===== src/rtl/uart_mmio_bridge_pkg.sv =====
// Shared constants and types for the UART MMIO bridge: register offsets,
// STATUS bit positions and the TX drain FSM state type.
package uart_mmio_bridge_pkg;

    // Register offsets, taken from addr[4:3]
    localparam logic [1:0] OffTx   = 2'd0;
    localparam logic [1:0] OffRx   = 2'd1;
    localparam logic [1:0] OffStat = 2'd2;
    localparam logic [1:0] OffRsvd = 2'd3;

    // STATUS bit positions
    localparam int unsigned StatReadyBit   = 0;
    localparam int unsigned StatTxFullBit  = 1;
    localparam int unsigned StatTxEmptyBit = 2;
    localparam int unsigned StatRxNoneBit  = 3;
    localparam int unsigned StatTxOvfBit   = 4;

    // Host reply meaning "no character available"
    localparam logic [7:0] RxNoChar = 8'hFF;

    typedef enum logic [1:0] {
        StIdle,
        StSend,
        StGap
    } tx_state_e;

    // Assemble the STATUS word; bit 0 always reads as 1 (device ready)
    function automatic logic [63:0] status_word(input logic tx_ovf, input logic rx_none,
                                                input logic tx_empty, input logic tx_full);
        logic [63:0] s;
        s = '0;
        s[StatReadyBit]   = 1'b1;
        s[StatTxFullBit]  = tx_full;
        s[StatTxEmptyBit] = tx_empty;
        s[StatRxNoneBit]  = rx_none;
        s[StatTxOvfBit]   = tx_ovf;
        return s;
    endfunction

endpackage


===== src/rtl/uart_mmio_bridge_sync_fifo.sv =====
// Synchronous FIFO with extra-MSB pointers. A push while full is accepted
// only when a pop happens in the same cycle (the pop frees the slot first).
module uart_mmio_bridge_sync_fifo #(
    parameter int unsigned WIDTH = 8,
    parameter int unsigned DEPTH = 8
) (
    input  logic             clk_i,
    input  logic             rst_i,
    input  logic             push_i,
    input  logic [WIDTH-1:0] wdata_i,
    input  logic             pop_i,
    output logic [WIDTH-1:0] rdata_o,
    output logic             full_o,
    output logic             empty_o
);

    localparam int unsigned AW = $clog2(DEPTH);

    logic [AW:0]      wr_ptr_q, wr_ptr_d;
    logic [AW:0]      rd_ptr_q, rd_ptr_d;
    logic [AW:0]      count;
    logic             do_push, do_pop;
    logic [WIDTH-1:0] mem_q [DEPTH];

    // Occupancy never exceeds DEPTH, so its MSB alone flags full
    assign count   = wr_ptr_q - rd_ptr_q;
    assign empty_o = (count == '0);
    assign full_o  = count[AW];
    assign do_pop  = pop_i & ~empty_o;
    assign do_push = push_i & (~full_o | do_pop);
    assign rdata_o = mem_q[rd_ptr_q[AW-1:0]];

    // Pointer next-state
    always_comb begin
        wr_ptr_d = wr_ptr_q;
        rd_ptr_d = rd_ptr_q;
        if (do_push) wr_ptr_d = wr_ptr_q + 1'b1;
        if (do_pop)  rd_ptr_d = rd_ptr_q + 1'b1;
    end

    // Pointer registers, flushed by reset
    always_ff @(posedge clk_i) begin
        if (rst_i) begin
            wr_ptr_q <= '0;
            rd_ptr_q <= '0;
        end else begin
            wr_ptr_q <= wr_ptr_d;
            rd_ptr_q <= rd_ptr_d;
        end
    end

    // Storage array; contents are don't-care while the FIFO is empty
    always_ff @(posedge clk_i) begin
        if (do_push) mem_q[wr_ptr_q[AW-1:0]] <= wdata_i;
    end

endmodule


===== src/rtl/uart_mmio_bridge.sv =====
// Memory-mapped UART responder: TXDATA stores are queued and paced out on
// io_uart_out_*, RXDATA loads poll the host through io_uart_in_*.
module uart_mmio_bridge
    import uart_mmio_bridge_pkg::*;
#(
    parameter logic [63:0] BASE_ADDR = 64'h1000_0000,
    parameter int unsigned TX_DEPTH  = 8,
    parameter int unsigned TX_GAP    = 0
) (
    input  logic        clock,
    input  logic        reset,
    input  logic        en,
    input  logic [7:0]  we,
    input  logic [63:0] addr,
    input  logic [63:0] wdata,
    output logic [63:0] rdata,
    output logic        io_uart_out_valid,
    output logic [7:0]  io_uart_out_ch,
    output logic        io_uart_in_valid,
    input  logic [7:0]  io_uart_in_ch
);

    localparam int unsigned GapW = (TX_GAP > 0) ? $clog2(TX_GAP + 1) : 1;

    logic        hit, is_wr, rd_hit, tx_push, stat_wr, rx_poll, pop;
    logic [1:0]  off;
    logic        fifo_full, fifo_empty;
    logic [7:0]  fifo_head;
    logic        unused_bits;

    tx_state_e   state_q, state_d;
    logic [GapW-1:0] gap_q, gap_d;
    logic        out_valid_q, out_valid_d;
    logic [7:0]  out_ch_q, out_ch_d;
    logic        tx_ovf_q, tx_ovf_d;
    logic        rx_none_q, rx_none_d;
    logic [63:0] rdata_q, rdata_d;

    // Address decode; only 8-byte-aligned byte 0 carries data
    assign hit     = en & (addr[63:5] == BASE_ADDR[63:5]);
    assign off     = addr[4:3];
    assign is_wr   = |we;
    assign rd_hit  = hit & ~is_wr;
    assign tx_push = hit & is_wr & we[0] & (off == OffTx);
    assign stat_wr = hit & is_wr & (off == OffStat);
    assign rx_poll = rd_hit & (off == OffRx) & ~reset;

    assign unused_bits = ^{addr[2:0], wdata[63:8], wdata[4]};

    uart_mmio_bridge_sync_fifo #(
        .WIDTH (8),
        .DEPTH (TX_DEPTH)
    ) u_tx_fifo (
        .clk_i   (clock),
        .rst_i   (reset),
        .push_i  (tx_push),
        .wdata_i (wdata[7:0]),
        .pop_i   (pop),
        .rdata_o (fifo_head),
        .full_o  (fifo_full),
        .empty_o (fifo_empty)
    );

    // TX drain FSM: pop on leaving IDLE so the byte is on the pins during SEND
    always_comb begin
        state_d     = state_q;
        gap_d       = gap_q;
        pop         = 1'b0;
        out_valid_d = 1'b0;
        out_ch_d    = out_ch_q;
        unique case (state_q)
            StIdle: begin
                if (!fifo_empty) begin
                    pop         = 1'b1;
                    out_valid_d = 1'b1;
                    out_ch_d    = fifo_head;
                    state_d     = StSend;
                end
            end
            StSend: begin
                if (TX_GAP > 0) begin
                    state_d = StGap;
                    gap_d   = GapW'(TX_GAP - 1);
                end else begin
                    state_d = StIdle;
                end
            end
            StGap: begin
                if (gap_q == '0) state_d = StIdle;
                else             gap_d   = gap_q - GapW'(1);
            end
            default: state_d = StIdle;
        endcase
    end

    // Sticky overflow, RX no-char flag and read-data mux
    always_comb begin
        tx_ovf_d  = tx_ovf_q;
        rx_none_d = rx_none_q;
        rdata_d   = rdata_q;
        if (stat_wr && wdata[StatTxOvfBit]) tx_ovf_d = 1'b0;
        // A push into a full FIFO survives only when the drain pops that cycle
        if (tx_push && fifo_full && !pop) tx_ovf_d = 1'b1;
        if (rx_poll) rx_none_d = (io_uart_in_ch == RxNoChar);
        if (en && !hit) begin
            rdata_d = '0;
        end else if (rd_hit) begin
            unique case (off)
                OffRx:   rdata_d = {56'b0, io_uart_in_ch};
                OffStat: rdata_d = status_word(tx_ovf_q, rx_none_q, fifo_empty, fifo_full);
                default: rdata_d = '0;
            endcase
        end
    end

    // State registers with synchronous reset
    always_ff @(posedge clock) begin
        if (reset) begin
            state_q     <= StIdle;
            gap_q       <= '0;
            out_valid_q <= 1'b0;
            out_ch_q    <= '0;
            tx_ovf_q    <= 1'b0;
            rx_none_q   <= 1'b1;
            rdata_q     <= '0;
        end else begin
            state_q     <= state_d;
            gap_q       <= gap_d;
            out_valid_q <= out_valid_d;
            out_ch_q    <= out_ch_d;
            tx_ovf_q    <= tx_ovf_d;
            rx_none_q   <= rx_none_d;
            rdata_q     <= rdata_d;
        end
    end

    // Strobes are masked while reset is asserted so no stale byte escapes
    assign io_uart_out_valid = out_valid_q & ~reset;
    assign io_uart_out_ch    = out_ch_q;
    assign io_uart_in_valid  = rx_poll;
    assign rdata             = rdata_q;

endmodule

===== config.mk =====
export PLATFORM = sky130hd
export DESIGN_NAME = uart_mmio_bridge
export DESIGN_NICKNAME = d
export VERILOG_FILES = /design/src/rtl/uart_mmio_bridge_pkg.sv /design/src/rtl/uart_mmio_bridge_sync_fifo.sv /design/src/rtl/uart_mmio_bridge.sv
export SDC_FILE = /design/constraint.sdc
export NUM_CORES = 1
export LEC_CHECK = 0
export BUFFER_PORTS_ARGS = -buffer_cell sky130_fd_sc_hd__buf_2
export CORE_MARGIN = 2
export CORE_UTILIZATION = 50
export CTS_CLUSTER_DIAMETER = 50
export CTS_CLUSTER_SIZE = 8
export DETAILED_ROUTE_END_ITERATION = 6
export PLACE_DENSITY = 0.86
export SLEW_MARGIN = 20
export SYNTH_ARGS = -nofsm -noshare
export SYNTH_HDL_FRONTEND = slang
export SYNTH_SLANG_ARGS = --single-unit
export TNS_END_PERCENT = 10

===== constraint.sdc =====
create_clock -name clock -period 7.7 [get_ports clock]
set_input_delay 0.385 -clock clock [delete_from_list [all_inputs] [get_ports clock]]
set_output_delay 0.385 -clock clock [all_outputs]
set_load 0.01 [all_outputs]

==> impl_metrics.yaml, run 1 <==
routing:
  dr.pass1.iters: 4
  detail_route.iter0.violations: 229
  routedWlPerCell_um: 15.8
  dr_total_vias: 3076
  vias_per_cell: 5.25
  final_antenna_net_count: 0
  finalWirelength_mm: 9.25
  drc: 0
power:
  power.leakage_nw: 2.05
  p_clk_share_pct: 26.5
  p_int_mw: 0.838
  p_switching_mw: 0.397
  vdd_drop_max_uv: 136
  p_seq_share_pct: 46.9
  power.density_nw_per_um2: 239
  pwr-share-comb_pct: 26.6
  p_sw_share_pct: 32.1
setup_path:
  crit_path_cell_trace: "clkinv_1 > ha_1 > and3b_1 > or3_1 > nand3_1 > nand4_1 > nor4_4"
  critical-path-top-delay-family: "simple AND/OR/NAND/NOR gates"
  critical_path_buf_inv_count: 1
  cp-end-kind: "register"
  path_max_fanout: 12
  crit_slowest_cell: "nor4_4"
  crit_type: "reg2reg"
  startpoint_type: "register"
  worstPathArrival_ps: 3660
  required_ps: 7690
  slowest_delay_ps: 690
synth:
  yosys.area_share.simple_pct: 13.5
  synthAdderAreaFrac_pct: 2.23
  syn_area_per_cell_um2: 12.3
  async_flop_share_pct: 0
  synthCells: 365
  ys_seq_elements: 92
  synth_edf_count: 64
  yosys_warnings: 0
  muxShareOfSynthArea_pct: 11.0
  synth-compound-area-share_pct: 5.19
  synth_cell_types: 42
  ys_seq_area_share_pct: 55.4
  synth_area_um2: 4480
  synth_flop_cell: "edfxtp_1"
  synth_top_family_by_area: "simple AND/OR/NAND/NOR gates"
  synth_xor_area_share_pct: 0.586
min_path:
  worst_hold_path_type: "in2reg"
clocking:
  cts_tree: "yes"
  cts_setup_buffers: 0
  postCtsHoldBufs: 0
  cts_buffers: 9
  post_cts_resized: 0
  clock-sinks: 92
  htree_levels: 3
  cts_root_buffer: "clkbuf_8"
  cts_buffer_depth: 2
  insertion_delay_ps: 360
  clk_transition_reported_paths_ps: 110
sta:
  finalHoldViolations: 0
  setup_slack_ps: 4030
  relSlewSlack_pct: 32.4
  hold_ws_ps: 278
  setup_tns_ps: 0
  min_period_ps: 3670
  fin_crit_sh_pct: 47.7
  skew_ps: 19.5
  fmax_ghz: 0.273
  rsz0062_at_grt: "false"
  finalSetupViolations: 0
  maxSlewViolCount: 0
  max_slew.worst_pin.slew_ps: 1010
floorplan:
  coreArea_um2: 8720
  chipWidth_um: 98.7
  initial_utilization_pct: 51.4
  io_pins: 221
  fp-row-count: 34
  fp.dieH_um: 98.7
  die_area_um2: 9740
global_routing:
  antenna_found_initial: 0
  grt_max_degree: 28
  grt_util_all_layers_pct: 19.7
  grt_pass1_vias: 3032
  grt_pass1_wl_mm: 15.0
  globalRouteOverflowTotal: 0
placement:
  place_ws_ps: 4030
  place_congestion: 0.810
  placedCellCount: 569
  portBuffers: 105
  dp_hpwl_mm: 6.60
status:
  status: "complete, no violations"
final_layout:
  instances_no_fill: 586
  drive_above_1_share_pct: 32.6
  fin_nets: 628
  final_util_pct: 59.2
  diodes: 0
  area_growth_syn_to_layout_pct: 15.3
run:
  drv_cap: 0
area by class of cell:
class / count / area (um^2)
Clock buffer: 9 / 124
Clock inverter: 7 / 91.3
Tap cell: 108 / 135
Inverter: 10 / 37.5
Multi-Input combinational cell: 246 / 1700
Fill cell: 679 / 3550
Sequential cell: 92 / 2480
Timing Repair Buffer: 114 / 593
worst paths after layout:
check / from / endpoint / slack (ps) / depth (start not counted)
min reg2reg: rdata[4] / rdata[4] / 480 / 2
max reg2reg: u_tx_fifo.rd_ptr_q[1] / u_tx_fifo.mem_q[2][1] / 4030 / 7
min: wdata[3] / u_tx_fifo.mem_q[5][3] / 280 / 1
max: u_tx_fifo.rd_ptr_q[1] / u_tx_fifo.mem_q[2][1] / 4030 / 7
cell usage in the layout, fill, tap and decap left out, types with 3 or more instances in the layout:
cell type    n
mux4_2      16
nand2b_1     3
dfxtp_1     28
edfxtp_1    64
nand4_1     14
buf_2      105
conb_1      56
o21ai_0     12
nor3_1       5
inv_1        9
mux2i_1     10
nor2_1      18
clkbuf_8     9
nor4_1      20
buf_4        9
nand2_1     28
clkinv_8     4
mux2_2       3
ha_1         8
a21oi_1     14
nor2b_1      3
nand3_1      6
or3_1        4
logic make-up after synthesis:
logic type / after synthesis
compound gates: 37
flops: 92
other cells: 1
simple gates: 113
xor+xnor: 3
buf+inv: 82
fa+ha+maj: 8
mux: 29
per-layer routing:
metal  vias up  GRT usage [%]  wire length, um
met1      1445           26.1             4030
li1       1472              -                -
met3        11           4.89              654
met2       148           32.7             4430
met4         0           5.37              123
met5         -              0                0
worst reg2reg max path: stages, from the launching register on:
cell      delay (ps)
dfxtp_1          650
clkinv_1         440
ha_1             450
and3b_1          180
or3_1            430
nand3_1          130
nand4_1          340
nor4_4           690
power by group through the flow:
stage / registers, mW / logic, mW / clock network [mW]
finish: 0.578 / 0.329 / 0.327
global route: 0.583 / 0.364 / 0.352
CTS: 0.579 / 0.324 / 0.331
detailed placement: 0.590 / 0.322 / 0
global placement: 0.589 / 0.311 / 0
floorplan: 0.587 / 0.255 / 0
flip-flops by register name (all words and copies together) (netlist names):
| signal | cells |
|---|---|
| io_uart_out_ch | 8 |
| out_valid_q | 1 |
| rdata | 8 |
| rx_none_q | 1 |
| state_q | 1 |
| tx_ovf_q | 1 |
| u_tx_fifo.mem_q | 64 |
| u_tx_fifo.rd_ptr_q | 4 |
| u_tx_fifo.wr_ptr_q | 4 |
synthesized netlist by cell type (2+ instances only):
library cell / n / share of area, %
nor4_1: 22 / 3.1
buf_4: 56 / 9.4
nand4_1: 14 / 2.0
edfxtp_1: 64 / 43
nor3_1: 5 / 0.56
nand3_1: 6 / 0.67
mux4_2: 16 / 8.0
nor2_1: 18 / 1.5
mux2i_1: 10 / 2.2
mux2_2: 3 / 0.75
a22o_1: 2 / 0.39
a21o_1: 2 / 0.33
buf_1: 2 / 0.17
and2_1: 2 / 0.28
nand2_1: 28 / 2.3
buf_2: 2 / 0.22
nor2b_1: 3 / 0.42
o21ai_0: 12 / 1.3
nor4b_2: 2 / 0.67
clkbuf_1: 10 / 0.84
a21oi_1: 14 / 1.6
and3_1: 2 / 0.28
xnor2_1: 2 / 0.39
buf_6: 2 / 0.50
dfxtp_1: 28 / 13
ha_1: 8 / 2.2
inv_1: 9 / 0.75
o2111ai_1: 2 / 0.39
nand2b_1: 3 / 0.42
or3_1: 4 / 0.56
metrics by stage:
stage	instance area, um^2	power, mW
after global routing	5170	1.30
after global placement	4930	0.900
after floorplan	4690	0.842
final	5170	1.23
after detailed placement	4940	0.912
after CTS	5160	1.23
Note: power is estimated with default switching activity, not from simulation.
==> inputs of run 2 (changes only) <==
CORE_UTILIZATION = 46   (was 50)
PLACE_DENSITY = 0.8   (was 0.86)
clock period = 3.4 ns   (was 7.7 ns; I/O delays follow)
==> impl_metrics.yaml, run 2 (synthesis gave the netlist of run 1 again) <==
sta:
  fin_crit_sh_pct: 82.8
  fmax_ghz: 0.355
  relSlewSlack_pct: 54.8
  finalSetupViolations: 0
  setup_slack_ps: 584
  max_slew.worst_pin.slew_ps: 672
  hold_ws_ps: 73.7
  maxSlewViolCount: 0
  min_period_ps: 2820
  skew_ps: 14.4
  setup_tns_ps: 0
  finalHoldViolations: 0
  rsz0062_at_grt: "false"
setup_path:
  crit_slowest_cell: "dfxtp_1"
  required_ps: 3460
  slowest_delay_ps: 520
  path_max_fanout: 9
  crit_type: "reg2reg"
  critical_path_buf_inv_count: 1
  critical-path-top-delay-family: "simple AND/OR/NAND/NOR gates"
  cp-end-kind: "register"
  crit_path_cell_trace: "ha_1 > and3b_1 > or3_1 > nand3_1 > nand4_1 > nor4_1 > buf_4"
  startpoint_type: "register"
  worstPathArrival_ps: 2880
final_layout:
  regArea_um2: 2480
  instances_no_fill: 616
  area_growth_syn_to_layout_pct: 15.9
  drive_above_1_share_pct: 32.7
  fillers: 804
  fin_area_um2: 5190
  final_util_pct: 54.1
  layout_commonest_cell: "buf_2"
  fin_nets: 633
  largest_reg_flops: 64
  multi_input_comb_area_um2: 1690
  final_cell_mix: "buf_2, edfxtp_1, conb_1"
  diodes: 0
routing:
  detail_route.iter0.violations: 188
  routedWlPerCell_um: 15.0
  drc: 0
  vias_per_cell: 5.00
  dr.pass1.iters: 4
  final_antenna_net_count: 0
  dr_total_vias: 3080
  finalWirelength_mm: 9.23
clocking:
  cts_setup_buffers: 0
  postCtsHoldBufs: 0
  cts_tree: "yes"
  post_cts_resized: 0
  clock-sinks: 92
  cts_root_buffer: "clkbuf_8"
  clk_transition_reported_paths_ps: 90
  htree_levels: 3
  insertion_delay_ps: 360
  cts_buffer_depth: 2
  cts_buffers: 9
power:
  p_seq_share_pct: 46.7
  finalPower_mw: 2.76
  vdd_drop_max_uv: 322
  power.leakage_nw: 2.07
  p_switching_mw: 0.829
  pwr-share-comb_pct: 28.2
  p_int_mw: 1.93
  p_sw_share_pct: 30.1
  power.density_nw_per_um2: 531
  p_clk_share_pct: 25.1
global_routing:
  grt_util_all_layers_pct: 18.2
  globalRouteOverflowTotal: 0
  antenna_found_initial: 1
  grt_pass1_vias: 2798
  grt_max_degree: 28
  grt_pass1_wl_mm: 14.2
floorplan:
  fp-row-count: 36
  coreArea_um2: 9590
  die_area_um2: 10500
  initial_utilization_pct: 46.7
  fp.dieH_um: 103
  chipWidth_um: 103
  io_pins: 221
placement:
  dp_hpwl_mm: 6.64
  place_area_um2: 5000
  placedCellCount: 600
  place_ws_ps: 696
  portBuffers: 105
  place_congestion: 0.861
status:
  status: "complete, no violations"
min_path:
  worst_hold_path_type: "in2reg"
run:
  drv_cap: 0
[run 2: cell count changes in the layout (fill, tap and decap cells not counted), sizes merged]
cell / before / now
inv: 11 / 10
buf: 114 / 119
clkinv: 6 / 4
clkbuf: 9 / 12
[run 2: worst reg2reg max path, delay by kind of cell, from the launching register on]
kind / cells / cell delay, ps
flops: 1 / 520
fa+ha+maj: 1 / 350
buf+inv: 1 / 260
simple gates: 5 / 1390
[run 2: path summary, 6_finish.rpt]
check	to	from	slack, ps	depth (start not counted)
hold reg to reg	rdata[7]	rdata[7]	480	2
setup reg to reg	u_tx_fifo.mem_q[3][6]	u_tx_fifo.wr_ptr_q[2]	580	7
hold / removal	u_tx_fifo.mem_q[4][2]	wdata[2]	70	1
setup / recovery	u_tx_fifo.mem_q[3][6]	u_tx_fifo.wr_ptr_q[2]	580	7
[run 2: final cells by class]
cell class | instances | area share [%]
multi-input combinational | 246 | 32.5
timing repair buffer | 119 | 12.1
sequential | 92 | 47.8
inverter | 10 | 0.723
tap | 133 | 3.20
clock inverter | 4 | 0.602
clock buffer | 12 | 3.01
[run 2: layer usage]
| layer | part of all wire [%] | vias to the layer above | GRT usage [%] |
|---|---|---|---|
| met2 | 49 | 120 | 29.9 |
| met5 | 0.14 | - | 0 |
| met4 | 1.5 | 2 | 6.05 |
| met1 | 42 | 1471 | 22.9 |
| met3 | 7.5 | 11 | 6.17 |
| li1 | - | 1476 | - |
[run 2: power by group through the flow]
stage               clock (mW)  combinational, mW  sequential, mW
detailed placement           0              0.785            1.31
CTS                      0.705              0.786            1.29
global placement             0              0.760            1.31
floorplan                    0              0.578            1.33
global route             0.749              0.863            1.29
finish                   0.692              0.778            1.29
